**src/rtl/slug_exec_units.sv**
```systemverilog
// -----------------------------------------------------------------------------
// slug_exec_units
// The three non-storage functional units of the 4-bit slug CPU:
//   - 16-bit program counter with load and increment (the only clocked state)
//   - 74181-style 4-bit ALU (combinational)
//   - 3-to-8 one-hot select decoder (combinational)
//
// Ports:
//   clk       system clock, program counter updates on rising edge
//   rst       synchronous active-low reset
//   pc_ld     load program counter from pc_d (wins over pc_inc)
//   pc_inc    increment program counter (wraps modulo 2^PC_WIDTH)
//   pc_d      load value from the address bus
//   pc_q      registered program counter (program ROM address)
//   alu_s     ALU function select S3..S0
//   alu_m     ALU mode: 1 = logic, 0 = arithmetic
//   alu_cn    ALU carry-in, active-low
//   alu_a     operand A (accumulator)
//   alu_b     operand B
//   alu_f     ALU result
//   alu_cn4   ALU carry-out, active-low (forced high in logic mode)
//   alu_zero  high when alu_f is zero
//   sel       decoder select
//   dsel      one-hot active-high decode of sel
// -----------------------------------------------------------------------------
module slug_exec_units #(
  parameter int                    PC_WIDTH = 16,
  parameter logic [PC_WIDTH-1:0]   PC_RESET = 16'h0000
) (
  input  logic                clk,
  input  logic                rst,
  input  logic                pc_ld,
  input  logic                pc_inc,
  input  logic [PC_WIDTH-1:0] pc_d,
  output logic [PC_WIDTH-1:0] pc_q,
  input  logic [3:0]          alu_s,
  input  logic                alu_m,
  input  logic                alu_cn,
  input  logic [3:0]          alu_a,
  input  logic [3:0]          alu_b,
  output logic [3:0]          alu_f,
  output logic                alu_cn4,
  output logic                alu_zero,
  input  logic [2:0]          sel,
  output logic [7:0]          dsel
);

  logic [PC_WIDTH-1:0] pc_r;
  logic [3:0]          alu_logic_s;
  logic [3:0]          alu_x_s;
  logic [3:0]          alu_y_s;
  logic [4:0]          alu_sum_s;
  logic [3:0]          alu_f_s;
  logic                alu_cn4_s;
  logic [7:0]          dsel_s;

  // Program counter: reset > load > increment > hold.
  always_ff @(posedge clk) begin
    if (!rst) begin
      pc_r <= PC_RESET;
    end else if (pc_ld) begin
      pc_r <= pc_d;
    end else if (pc_inc) begin
      pc_r <= pc_r + {{(PC_WIDTH-1){1'b0}}, 1'b1};
    end else begin
      pc_r <= pc_r;
    end
  end

  assign pc_q = pc_r;

  // Logic-mode function table.
  always_comb begin
    alu_logic_s = 4'h0;
    case (alu_s)
      4'h0:    alu_logic_s = ~alu_a;
      4'h1:    alu_logic_s = ~(alu_a | alu_b);
      4'h2:    alu_logic_s = ~alu_a & alu_b;
      4'h3:    alu_logic_s = 4'h0;
      4'h4:    alu_logic_s = ~(alu_a & alu_b);
      4'h5:    alu_logic_s = ~alu_b;
      4'h6:    alu_logic_s = alu_a ^ alu_b;
      4'h7:    alu_logic_s = alu_a & ~alu_b;
      4'h8:    alu_logic_s = ~alu_a | alu_b;
      4'h9:    alu_logic_s = ~(alu_a ^ alu_b);
      4'hA:    alu_logic_s = alu_b;
      4'hB:    alu_logic_s = alu_a & alu_b;
      4'hC:    alu_logic_s = 4'hF;
      4'hD:    alu_logic_s = alu_a | ~alu_b;
      4'hE:    alu_logic_s = alu_a | alu_b;
      4'hF:    alu_logic_s = alu_a;
      default: alu_logic_s = 4'h0;
    endcase
  end

  // Arithmetic mode is X + Y + carry; every 74181 arithmetic function is
  // expressed as a pair of addends so one 5-bit adder yields both result and
  // carry. "Minus one" terms are an addend of 4'hF.
  always_comb begin
    alu_x_s = 4'h0;
    alu_y_s = 4'h0;
    case (alu_s)
      4'h0:    begin alu_x_s = alu_a;             alu_y_s = 4'h0;             end
      4'h1:    begin alu_x_s = alu_a | alu_b;     alu_y_s = 4'h0;             end
      4'h2:    begin alu_x_s = alu_a | ~alu_b;    alu_y_s = 4'h0;             end
      4'h3:    begin alu_x_s = 4'h0;              alu_y_s = 4'hF;             end
      4'h4:    begin alu_x_s = alu_a;             alu_y_s = alu_a & ~alu_b;   end
      4'h5:    begin alu_x_s = alu_a | alu_b;     alu_y_s = alu_a & ~alu_b;   end
      4'h6:    begin alu_x_s = alu_a;             alu_y_s = ~alu_b;           end
      4'h7:    begin alu_x_s = alu_a & ~alu_b;    alu_y_s = 4'hF;             end
      4'h8:    begin alu_x_s = alu_a;             alu_y_s = alu_a & alu_b;    end
      4'h9:    begin alu_x_s = alu_a;             alu_y_s = alu_b;            end
      4'hA:    begin alu_x_s = alu_a | ~alu_b;    alu_y_s = alu_a & alu_b;    end
      4'hB:    begin alu_x_s = alu_a & alu_b;     alu_y_s = 4'hF;             end
      4'hC:    begin alu_x_s = alu_a;             alu_y_s = alu_a;            end
      4'hD:    begin alu_x_s = alu_a | alu_b;     alu_y_s = alu_a;            end
      4'hE:    begin alu_x_s = alu_a | ~alu_b;    alu_y_s = alu_a;            end
      4'hF:    begin alu_x_s = alu_a;             alu_y_s = 4'hF;             end
      default: begin alu_x_s = 4'h0;              alu_y_s = 4'h0;             end
    endcase
  end

  // Carry-in is active-low, so the adder adds its complement.
  assign alu_sum_s = {1'b0, alu_x_s} + {1'b0, alu_y_s} + {4'h0, ~alu_cn};

  // Mode select; logic mode ignores carry-in and drives carry-out inactive.
  always_comb begin
    alu_f_s   = 4'h0;
    alu_cn4_s = 1'b1;
    if (alu_m) begin
      alu_f_s   = alu_logic_s;
      alu_cn4_s = 1'b1;
    end else begin
      alu_f_s   = alu_sum_s[3:0];
      alu_cn4_s = ~alu_sum_s[4];
    end
  end

  assign alu_f    = alu_f_s;
  assign alu_cn4  = alu_cn4_s;
  assign alu_zero = (alu_f_s == 4'h0);

  // One-hot select decode; always exactly one bit set.
  always_comb begin
    dsel_s = 8'h00;
    dsel_s = 8'h01 << sel;
  end

  assign dsel = dsel_s;

endmodule

```
**config.mk**
```make
export PLATFORM = sky130hd
export DESIGN_NAME = slug_exec_units
export DESIGN_NICKNAME = d
export VERILOG_FILES = /design/src/rtl/slug_exec_units.sv
export SDC_FILE = /design/constraint.sdc
export NUM_CORES = 1
export LEC_CHECK = 0
export BUFFER_PORTS_ARGS = -buffer_cell sky130_fd_sc_hd__buf_2
export CORE_MARGIN = 2
export CORE_UTILIZATION = 40
export CTS_BUF_LIST = sky130_fd_sc_hd__clkbuf_2
export DETAILED_ROUTE_END_ITERATION = 16
export SLEW_MARGIN = 20
export SYNTH_ARGS = -nofsm -noshare
export SYNTH_HDL_FRONTEND = slang
export SYNTH_SLANG_ARGS = --single-unit
```
**constraint.sdc**
```tcl
create_clock -name clk -period 9 [get_ports clk]
set_clock_uncertainty 0.15 [all_clocks]
set_input_delay 1.35 -clock clk [delete_from_list [all_inputs] [get_ports clk]]
set_output_delay 1.35 -clock clk [all_outputs]
set_load 0.005 [all_outputs]
```
Word-level counts from Yosys, hierarchy flattened

Cells that the tools add are included.

Bits in registers: 16
Bits of input ports: 37
Output and inout bits: 30

Add/subtract/negate cells: 3
Equal/unequal tests: 15
Shift operators: 1
Muxes and demuxes: 7
Bitwise logic cells: 14
Reductions and logical operators: 11

Operators by type and width:

| operator                | number |
|---|---|
| $pmux W4 S16            | 1 |
| $eq A4 B4 Y1 const B    | 8 |
| $mux W16                | 2 |
| $pmux W4 S7             | 1 |
| $pmux W4 S6             | 1 |
| $not A4 Y4              | 5 |
| $add A16 B1 Y16 const B | 1 |
| $eq A4 B3 Y1 const B    | 4 |
| $and A4 B4 Y4           | 3 |
| $or A4 B4 Y4            | 3 |
| $reduce_or A3 Y1        | 4 |
| $eq A4 B2 Y1 const B    | 2 |
| $logic_not A4 Y1        | 2 |
| $shl A1 B3 Y8 const A   | 1 |
| $reduce_or A7 Y1        | 1 |
| $add A4 B4 Y5           | 1 |
| $add A5 B1 Y5           | 1 |
| $eq A4 B1 Y1 const B    | 1 |
| $mux W4                 | 1 |
| $reduce_or A2 Y1        | 2 |
| $reduce_or A4 Y1        | 1 |
| $xor A4 B4 Y4           | 1 |
| $not A1 Y1              | 2 |
| $reduce_bool A2 Y1      | 1 |
| $mux W1                 | 1 |

Longest topological paths before layout

Gate-level depths: netlist of the first run.

Depth in word-level cells: 7
Mapped depth: 14
Mapped depth without buffers: 14

Least setup slack after synthesis of the first run

Ideal clock, no wire load.

Kind: input -> output
From: input port alu_s[2]
To: output port alu_zero
Arrival time: 3.513 ns
Data required time: 7.500 ns
Path slack: 3.987 ns
Stages: 13
Cells stage by stage: buf_6 -> buf_2 -> o21ai_1 -> a22oi_1 -> a21oi_1 -> o311ai_0 -> fa_1 -> inv_1 -> fa_1 -> inv_1 -> o21ai_0 -> a21oi_2 -> nor4_2

Word-level cells in the longest chain between the ends: 7
Elaborated cells between the ends (all ways): 31

Ends and longest elaborated chain:

| element                                                   | line    | text |
|---|---|---|
| start, declared                                           | 36      | `input logic [3:0] alu_s,` |
| $eq A4 B4 Y1 (tied with other cells)                      | 75, 102 |  |
| $reduce_or A7 Y1 (no source line) (tied with other cells) | --      |  |
| $pmux W4 S6 or $pmux W4 S7 (tied branches)                | 102     | `case (alu_s)` |
| $add A4 B4 Y5                                             | 124     | `assign alu_sum_s = {1'b0, alu_x_s} + {1'b0, alu_y_s} + {4'h0, ~alu_cn};` |
| $add A5 B1 Y5                                             | 124     |  |
| $mux W4 (*)                                               | 130     | `if (alu_m) begin` |
| via alu_f[1]                                              | 41      | `output logic [3:0] alu_f,` |
| $logic_not A4 Y1 (*)                                      | 141     | `assign alu_zero = (alu_f_s == 4'h0);` |
| end, declared                                             | 43      | `output logic alu_zero,` |

The timed path passes the listed nets; every way through them passes the cells marked *.

Worst setup path in the final report of the first run

From: input port alu_s[2]
To: output port alu_zero

Word-level cells in the longest chain between the ends: 7
Elaborated cells between the ends (all ways): 31

Ends and longest elaborated chain:

| element                                                   | line |
|---|---|
| $eq A4 B4 Y1 (tied with other cells)                      | 75, 102 |
| $reduce_or A7 Y1 (no source line) (tied with other cells) | -- |
| $pmux W4 S6 or $pmux W4 S7 (tied branches)                | 102 |
| $add A4 B4 Y5                                             | 124 |
| $add A5 B1 Y5                                             | 124 |
| $mux W4 (*)                                               | 130 |
| $logic_not A4 Y1 (*)                                      | 141 |

Mark *: on every way between the ends. The rest lies on a longest branch, timed or not.

==> flow_metrics.py, run 1 <==
metrics = {
    "placed_design": {
        "dp_slack_ns": 3.175,
        "hpwlAfterDp_um": 4634,
        "gp_congestion": 0.9234,
        "io_buffers": 66,
    },
    "cts": {
        "holdBufCountCts": 0,
        "clk_latency_ns": 0.30,
        "clockBufferDepth": 2,
        "cts_root_buf": "clkbuf_2",
        "cts_tree": "yes",
        "post_cts_buffers": 0,
        "htree_levels": 1,
        "numCtsBuffers": 3,
        "clkSinkCount": 16,
        "cts.clk_slew.worst_paths_ns": 0.17,
        "cts_resized": 0,
    },
    "sta": {
        "whs_ns": 0.4337,
        "slew_headroom": 0.5448,
        "fin_crit_sh": 0.6518,
        "setup_ws_ns": 3.133,
        "finalHoldViolCount": 0,
        "slew_violations": 0,
        "setup_viol": 0,
        "fmax_ghz": 0.1705,
        "worstMarginPinSlew_ns": 0.6656,
        "rsz0062_at_grt": "no",
        "fin_crit_ns": 5.867,
        "setup-tns-final_ns": 0,
    },
    "critical_path": {
        "worstPathArrival_ns": 4.37,
        "slowest_delay_ns": 0.47,
        "path_common_cell": "inv_1",
        "path_max_fanout": 32,
        "path_cells": "buf_2, inv_1, nand2_1, nand2_1, or3_1, o311ai_0, fa_1, inv_1, fa_1, inv_1, o21ai_0, a21oi_2, nor4_2, buf_2",
        "critPathKind": "in -> out",
        "crit_family": "buffers and inverters",
        "worst-path-buf-inv": 5,
        "worstSetupStartpointType": "input port",
        "cp_slowest_cell": "fa_1",
        "crit_required_ns": 7.50,
        "cp-end-kind": "output port",
    },
    "global_route": {
        "grt_max_degree": 33,
        "grt_use_total": 0.1923,
        "overflow": 0,
        "grt_first_pass_wirelength_um": 9929,
        "antenna_found_initial": 0,
        "grt_pass1_vias": 2124,
    },
    "routing": {
        "wl_per_cell_um": 14.30,
        "first_iter_violations": 160,
        "dr.pass1.iters": 5,
        "drc": 0,
        "num_vias": 2394,
        "drtAntennaViolNets": 0,
        "viasPerCell": 5.620,
        "drt_wl_total_um": 6093,
    },
    "layout": {
        "most-common-layout-cells": "66 x buf_2, 40 x nand2_1, 21 x a21oi_1, 20 x ha_1, 17 x o21ai_0",
        "nNetsFinal": 414,
        "drive_gt1_frac": 0.2429,
        "area_growth_pct": 14.40,
        "largest_reg_flops": 16,
        "final_util": 0.4710,
        "layout_commonest_cell": "buf_2",
        "n_antenna_cell": 0,
        "fill_cells": 571,
    },
    "synth": {
        "avgSynthCellArea_um2": 7.532,
        "yosys_warnings": 0,
        "synth_nets": 360,
        "synth_top_area_frac": 0.1413,
        "netlist_area_mm2": 0.002267,
        "yosys.area.top_type": "dfxtp_1",
        "seq_area_frac_synth": 0.1413,
        "yosys-top-cells-area": "dfxtp_1 14%, ha_1 11%, nand2_1 6.6%, a21oi_1 4.6%, xor2_1 3.9%",
        "yosysUniqueCellTypes": 61,
        "synth_edf_count": 0,
        "async_flop_share": 0,
        "synth_seq_cells": 16,
        "ys.flop_type": "dfxtp_1",
        "netlist_instances": 301,
    },
    "hold_path": {
        "hold_path.class": "reg -> reg",
    },
    "die": {
        "die_h_um": 79.29,
        "die_w_um": 79.29,
        "die-area_mm2": 0.006286,
        "io_pins": 67,
        "start_util": 0.4117,
        "num_rows": 27,
        "core_area_mm2": 0.005507,
    },
    "power": {
        "peakVddDrop_uv": 62.60,
        "p_per_area_mw_per_mm2": 87.67,
        "leakage_nw": 1.232,
    },
    "outcome": {
        "status": "completed",
    },
    "run": {
        "drv_cap": 0,
    },
}
-- power breakdown --
part	internal [mW]	switching [mW]
sequential	0.0756	0.00533
clock	0.00966	0.0234
combinational	0.0500	0.0634
-- worst min-delay path: cells and delay by family (launching register included) --
| family | cells | cell delay, ns |
|---|---|---|
| flops | 1 | 0.38 |
| xor+xnor | 1 | 0.12 |
| compound gates | 1 | 0.06 |
-- final timing paths --
check                   startpoint               endpoint  slack (ns)  cells past startpoint
max                       alu_s[2]               alu_zero        3.13                     14
min          pc_q[15]$_SDFFE_PN0P_  pc_q[15]$_SDFFE_PN0P_        0.43                      2
max reg2reg   pc_q[0]$_SDFFE_PN0P_  pc_q[12]$_SDFFE_PN0P_        7.21                      7
min reg2reg  pc_q[15]$_SDFFE_PN0P_  pc_q[15]$_SDFFE_PN0P_        0.43                      2
-- synth_stat cells, drive strengths merged, types with 2 or more instances --
cell and number:
xor2 10, buf 12, nor2 16, a2111oi 2, inv 18, and3b 2, mux2i 7, nand2 40
nor3b 3, a22oi 3, a211oi 6, a31oi 3, o31ai 4, fa 2, and2b 2, nand3 7
a221oi 2, ha 20, and3 5, dfxtp 16, a21oi 22, nand2b 4, nor2b 5, o211a 6
o32ai 2, nand4 5, nor3 5, o22ai 3, or3 5, clkbuf 5, mux2 2, and2 9
xnor2 7, o21ai 26, o32a 2, o311ai 3
-- logic make-up (layout without fill, tap and decap cells) --
logic type / count (synthesis) / count (layout) / synth area share
AOI/OAI and AO/OA: 92 / 92 / 0.2953
xor gates and xnor gates: 17 / 17 / 0.06567
buffers and inverters: 35 / 88 / 0.07947
adders and majority gates: 22 / 22 / 0.1280
muxes: 9 / 9 / 0.04084
and+or+nand+nor: 110 / 110 / 0.2494
DFF: 16 / 16 / 0.1413
-- stage by stage --
step                std cells  total power [mW]  cell area [um^2]
floorplan                 301            0.1596              2267
global placement          422            0.1950              2575
detailed placement        422            0.1950              2575
CTS                       426            0.2285              2594
global route              426            0.2469              2594
finish                    426            0.2274              2594
-- metal layers --
layer | track usage | share of wire
met1 | 0.2706 | 0.47
met2 | 0.3085 | 0.46
met3 | 0.02614 | 0.060
met4 | 0.05000 | 0.012
met5 | 0 | 0
-- final cells by class --
type / instances / area [um^2] / area share
Clock buffer: 3 / 15.01 / 0.005789
Clock inverter: 1 / 3.754 / 0.001447
Inverter: 18 / 67.56 / 0.02605
Multi-Input combinational cell: 250 / 1767 / 0.6811
Sequential cell: 16 / 320.3 / 0.1235
Tap cell: 72 / 90.09 / 0.03473
Timing Repair Buffer: 66 / 330.3 / 0.1274
(Power assumes the default switching activity.)
==> run 2, diff against run 1 <==
Settings changed: PLACE_DENSITY set to 0.67.
Clock period 9 ns to 4.7 ns, I/O delays scaled along.
==> flow_metrics.py, run 2 (synthesis results as in run 1) <==
metrics = {
    "outcome": {
        "status": "completed",
    },
    "cts": {
        "clk_latency_ns": 0.29,
        "cts_root_buf": "clkbuf_2",
        "htree_levels": 1,
        "clkSinkCount": 16,
        "cts.clk_slew.worst_paths_ns": 0.14,
        "holdBufCountCts": 0,
        "cts_resized": 0,
        "clockBufferDepth": 2,
        "post_cts_buffers": 0,
        "cts_tree": "yes",
        "numCtsBuffers": 3,
    },
    "global_route": {
        "grt_pass1_vias": 2206,
        "grt_first_pass_wirelength_um": 10040,
        "grt_use_total": 0.1947,
        "antenna_found_initial": 0,
        "grt_max_degree": 26,
        "overflow": 0,
    },
    "power": {
        "p_total_uw": 437.9,
        "peakVddDrop_uv": 164.9,
        "p_per_area_mw_per_mm2": 166.2,
        "leakage_nw": 1.260,
    },
    "layout": {
        "drive_gt1_frac": 0.2563,
        "final_util": 0.4785,
        "nNetsFinal": 420,
        "most-common-layout-cells": "66 x buf_2, 40 x nand2_1, 21 x a21oi_1, 20 x ha_1, 17 x o21ai_0",
        "n_antenna_cell": 0,
        "area_growth_pct": 16.23,
        "design_area_mm2": 0.002635,
        "layout_commonest_cell": "buf_2",
        "largest_reg_flops": 16,
        "layout.cells.non_filler": 431,
    },
    "sta": {
        "fmax_ghz": 0.2319,
        "setup-tns-final_ns": 0,
        "slew_violations": 0,
        "fin_crit_sh": 0.9175,
        "rsz0062_at_grt": "no",
        "fin_crit_ns": 4.312,
        "setup_viol": 0,
        "worstMarginPinSlew_ns": 0.5313,
        "finalHoldViolCount": 0,
        "slew_headroom": 0.6366,
    },
    "routing": {
        "drtAntennaViolNets": 0,
        "drt_wl_total_um": 6171,
        "dr.pass1.iters": 5,
        "drc": 0,
        "num_vias": 2483,
        "first_iter_violations": 177,
        "wl_per_cell_um": 14.32,
        "viasPerCell": 5.761,
    },
    "run": {
        "drv_cap": 0,
    },
    "die": {
        "die_h_um": 79.29,
        "start_util": 0.4117,
        "die-area_mm2": 0.006286,
        "core_area_mm2": 0.005507,
        "num_rows": 27,
        "die_w_um": 79.29,
        "io_pins": 67,
    },
    "critical_path": {
        "rrSetupSlack_ns": 2.87,
        "worstPathArrival_ns": 3.46,
        "worstSetupStartpointType": "input port",
        "slowest_delay_ns": 0.48,
        "r2r_cells": 7,
        "path_max_fanout": 25,
        "r2r-end": "pc_q[12]$_SDFFE_PN0P_",
        "crit_required_ns": 3.85,
        "path_cells": "buf_2, o21ai_1, a22oi_1, a21oi_1, o311ai_0, fa_1, inv_1, fa_1, inv_1, o21ai_0, a21oi_2, nor4_2, buf_2",
        "critPathKind": "in -> out",
        "cp_slowest_cell": "fa_1",
        "cp-end-kind": "output port",
        "r2r-start": "pc_q[0]$_SDFFE_PN0P_",
    },
    "hold_path": {
        "holdPathEnd": "pc_q[15]$_SDFFE_PN0P_",
        "holdPathStages": 2,
        "hold_path.class": "reg -> reg",
        "worstHoldStart": "pc_q[15]$_SDFFE_PN0P_",
    },
    "placed_design": {
        "placed_cell_area_mm2": 0.002620,
        "io_buffers": 66,
        "hpwlAfterDp_um": 4781,
        "dp_cells": 428,
        "gp_congestion": 0.9374,
    },
}
run 2: cell count changes in the layout (fill, tap and decap cells not counted):
| cell | before | now |
|---|---|---|
| buf_4 | 0 | 6 |
| clkinv_1 | 1 | 0 |
run 2: critical path: cells and delay by family:
kind	cells	cell delay (ns)
compound gates	6	1.04
fa+ha+maj	2	0.77
buf+inv	4	0.64
simple gates	1	0.30
run 2: worst max path at each step:
stage / start / end / slack [ns]
5_1_grt: alu_s[2] / alu_zero / 0.16
6_report: alu_s[0] / alu_zero / 0.39
3_5_place_dp: alu_s[3] / alu_zero / 0.39
2_1_floorplan: alu_s[2] / alu_zero / 0.98
3_3_place_gp: alu_s[3] / alu_zero / 0.44
4_1_cts: alu_s[3] / alu_zero / 0.40
run 2: layer usage:
layer	part of all wire	GRT usage
met1	0.42	0.2573
met2	0.46	0.3144
met3	0.083	0.03295
met4	0.033	0.07759
met5	0	0
run 2: area by class of cell:
class / instances / area, um^2
Tap cell: 72 / 90.09
Fill cell: 547 / 2872
Clock buffer: 3 / 15.01
Multi-Input combinational cell: 250 / 1767
Timing Repair Buffer: 72 / 375.4
Inverter: 18 / 67.56
Sequential cell: 16 / 320.3
run 2: stage by stage:
stage	setup WS, ns	hold WS (ns)
final	0.3879	0.4449
after global routing	0.1604	0.4551
after CTS	0.4020	0.4453
after detailed placement	0.3916	0.4005
after global placement	0.4370	0.3998
after floorplan	0.9773	0.4027
run 2: report_power, final:
part           switching (mW)  total, mW  internal (mW)
logic                   0.124      0.223         0.0993
registers              0.0101      0.155          0.145
clock network          0.0422     0.0596         0.0174
==> run 3, diff against run 2 <==
Settings changed: ABC_AREA set to 1.
==> flow_metrics.py, run 3 <==
metrics = {
    "sta": {
        "finalHoldViolCount": 0,
        "setup-tns-final_ns": 0,
        "slew_violations": 0,
        "fmax_ghz": 0.2419,
        "rsz0062_at_grt": "no",
        "setup_ws_ns": 0.5664,
        "whs_ns": 0.4176,
        "setup_viol": 0,
        "worstMarginPinSlew_ns": 0.7150,
        "slew_headroom": 0.5216,
        "fin_crit_ns": 4.134,
        "fin_crit_sh": 0.8795,
    },
    "routing": {
        "m1WireLength_um": 3067,
        "dr.max_layer_used": "met4",
        "num_vias": 2804,
        "drc": 0,
        "wl_per_cell_um": 12.86,
        "drtAntennaViolNets": 0,
        "viasPerCell": 5.183,
        "wl_met2_um": 3238,
        "dr.pass1.iters": 5,
        "drt_wl_total_um": 6956,
        "wl_met3_um": 515,
        "first_iter_violations": 179,
    },
    "critical_path": {
        "path_cells": "buf_2, inv_1, nor2_2, nor2_1, a211oi_1, o21ai_0, fa_1, inv_1, fa_1, nor2_1, nor2_1, nand2_1, nor2_1, buf_2",
        "crit_family": "adder cells",
        "cp_slowest_cell": "fa_1",
        "path_common_cell": "nor2_1",
        "crit_required_ns": 3.85,
        "slowest_delay_ns": 0.43,
        "worst-path-buf-inv": 4,
        "path_max_fanout": 9,
        "cp-end-kind": "output port",
        "worstSetupStartpointType": "input port",
        "critPathKind": "in -> out",
        "worstPathArrival_ns": 3.28,
    },
    "layout": {
        "most-common-layout-cells": "107 x nand2_1, 66 x buf_2, 59 x inv_1, 56 x nor2_1, 28 x nand3_1",
        "area_growth_pct": 17.55,
        "largest_reg_flops": 16,
        "drive_gt1_frac": 0.1898,
        "layout_commonest_cell": "nand2_1",
        "nNetsFinal": 529,
        "n_antenna_cell": 0,
    },
    "synth": {
        "ys.flop_type": "dfxtp_1",
        "synth_top_area_frac": 0.1707,
        "avgSynthCellArea_um2": 5.837,
        "yosysUniqueCellTypes": 37,
        "netlist_area_mm2": 0.002352,
        "seq_area_frac_synth": 0.1362,
        "async_flop_share": 0,
        "synth_commonest_cells": "107 x nand2_1, 59 x inv_1, 56 x nor2_1",
        "yosys_warnings": 0,
        "synth_seq_cells": 16,
        "yosys-top-cells-area": "nand2_1 17%, dfxtp_1 14%, ha_1 11%, inv_1 9.4%, nor2_1 8.9%",
        "yosysMostFrequentCell": "nand2_1",
        "synth_edf_count": 0,
        "yosys.area.top_type": "nand2_1",
        "netlist_instances": 403,
        "synth_nets": 462,
    },
    "placed_design": {
        "hpwlAfterDp_um": 5582,
        "dp_slack_ns": 0.6517,
        "io_buffers": 66,
        "gp_congestion": 0.9849,
    },
    "die": {
        "num_rows": 27,
        "start_util": 0.4195,
        "die-area_mm2": 0.006510,
        "core_area_mm2": 0.005608,
        "die_h_um": 80.69,
        "io_pins": 67,
        "die_w_um": 80.69,
    },
    "outcome": {
        "status": "completed",
    },
    "power": {
        "peakVddDrop_uv": 114.8,
        "p_total_uw": 433.1,
        "leakage_nw": 1.493,
        "p_per_area_mw_per_mm2": 156.6,
    },
    "global_route": {
        "grt_pass1_vias": 2583,
        "grt_max_degree": 15,
        "grt_first_pass_wirelength_um": 11720,
        "overflow": 0,
        "grt_use_total": 0.2237,
        "antenna_found_initial": 0,
    },
    "hold_path": {
        "hold_path.class": "reg -> reg",
    },
    "cts": {
        "clkSinkCount": 16,
        "cts.clk_slew.worst_paths_ns": 0.15,
        "clockBufferDepth": 2,
        "clk_latency_ns": 0.30,
        "holdBufCountCts": 0,
        "numCtsBuffers": 3,
        "cts_resized": 0,
        "htree_levels": 1,
        "post_cts_buffers": 0,
        "cts_tree": "yes",
        "cts_root_buf": "clkbuf_2",
    },
    "run": {
        "drv_cap": 0,
    },
}
[run 3: final cells by class]
cell class | instances | area, um^2
Fill cell | 620 | 2843
Multi-Input combinational cell | 323 | 1777
Timing Repair Buffer | 67 | 337.8
Sequential cell | 16 | 320.3
Inverter | 59 | 221.5
Tap cell | 72 | 90.09
Clock buffer | 3 | 15.01
Clock inverter | 1 | 3.754
[run 3: cells by family after synthesis]
| kind of cell | share of synthesized area |
|---|---|
| buffers and inverters | 0.1085 |
| AOI/OAI and AO/OA | 0.1452 |
| DFF | 0.1362 |
| and+or+nand+nor | 0.4420 |
| xor gates and xnor gates | 0.04468 |
| adders and majority gates | 0.1234 |
[run 3: routing by layer]
metal | track usage | vias up
li1 | - | 1434
met1 | 0.3012 | 1229
met2 | 0.3683 | 127
met3 | 0.02135 | 14
met4 | 0.08305 | 0
met5 | 0 | -
[run 3: path summary, 6_finish.rpt]
path                        start                    end  slack (ns)  depth (start not counted)
max                      alu_s[3]               alu_zero        0.57                         14
min          pc_q[6]$_SDFFE_PN0P_   pc_q[6]$_SDFFE_PN0P_        0.42                          2
min reg2reg  pc_q[6]$_SDFFE_PN0P_   pc_q[6]$_SDFFE_PN0P_        0.42                          2
max reg2reg  pc_q[2]$_SDFFE_PN0P_  pc_q[15]$_SDFFE_PN0P_        3.06                          8
[run 3: per-stage QoR]
step,cell area [um^2],utilization,std cells
3_3_place_gp,2746,0.4897,537
5_1_grt,2765,0.4931,541
6_report,2765,0.4931,541
4_1_cts,2765,0.4931,541
3_5_place_dp,2746,0.4897,537
2_1_floorplan,2352,-,403
[run 3: where the power goes]
part | switching, mW | internal (mW) | total (mW) | leakage, nW
clock network | 0.0460 | 0.0185 | 0.0645 | 0.0140
logic | 0.129 | 0.0842 | 0.214 | 1.35
registers | 0.0105 | 0.145 | 0.155 | 0.132
total | 0.186 | 0.247 | 0.433 | 1.49
[run 3: worst reg2reg max path: cells and delay by family (launching register included)]
family | cells | cell delay, ns
buf+inv | 1 | 0.08
xor+xnor | 1 | 0.14
flops | 1 | 0.42
simple gates | 5 | 0.68
compound gates | 1 | 0.14
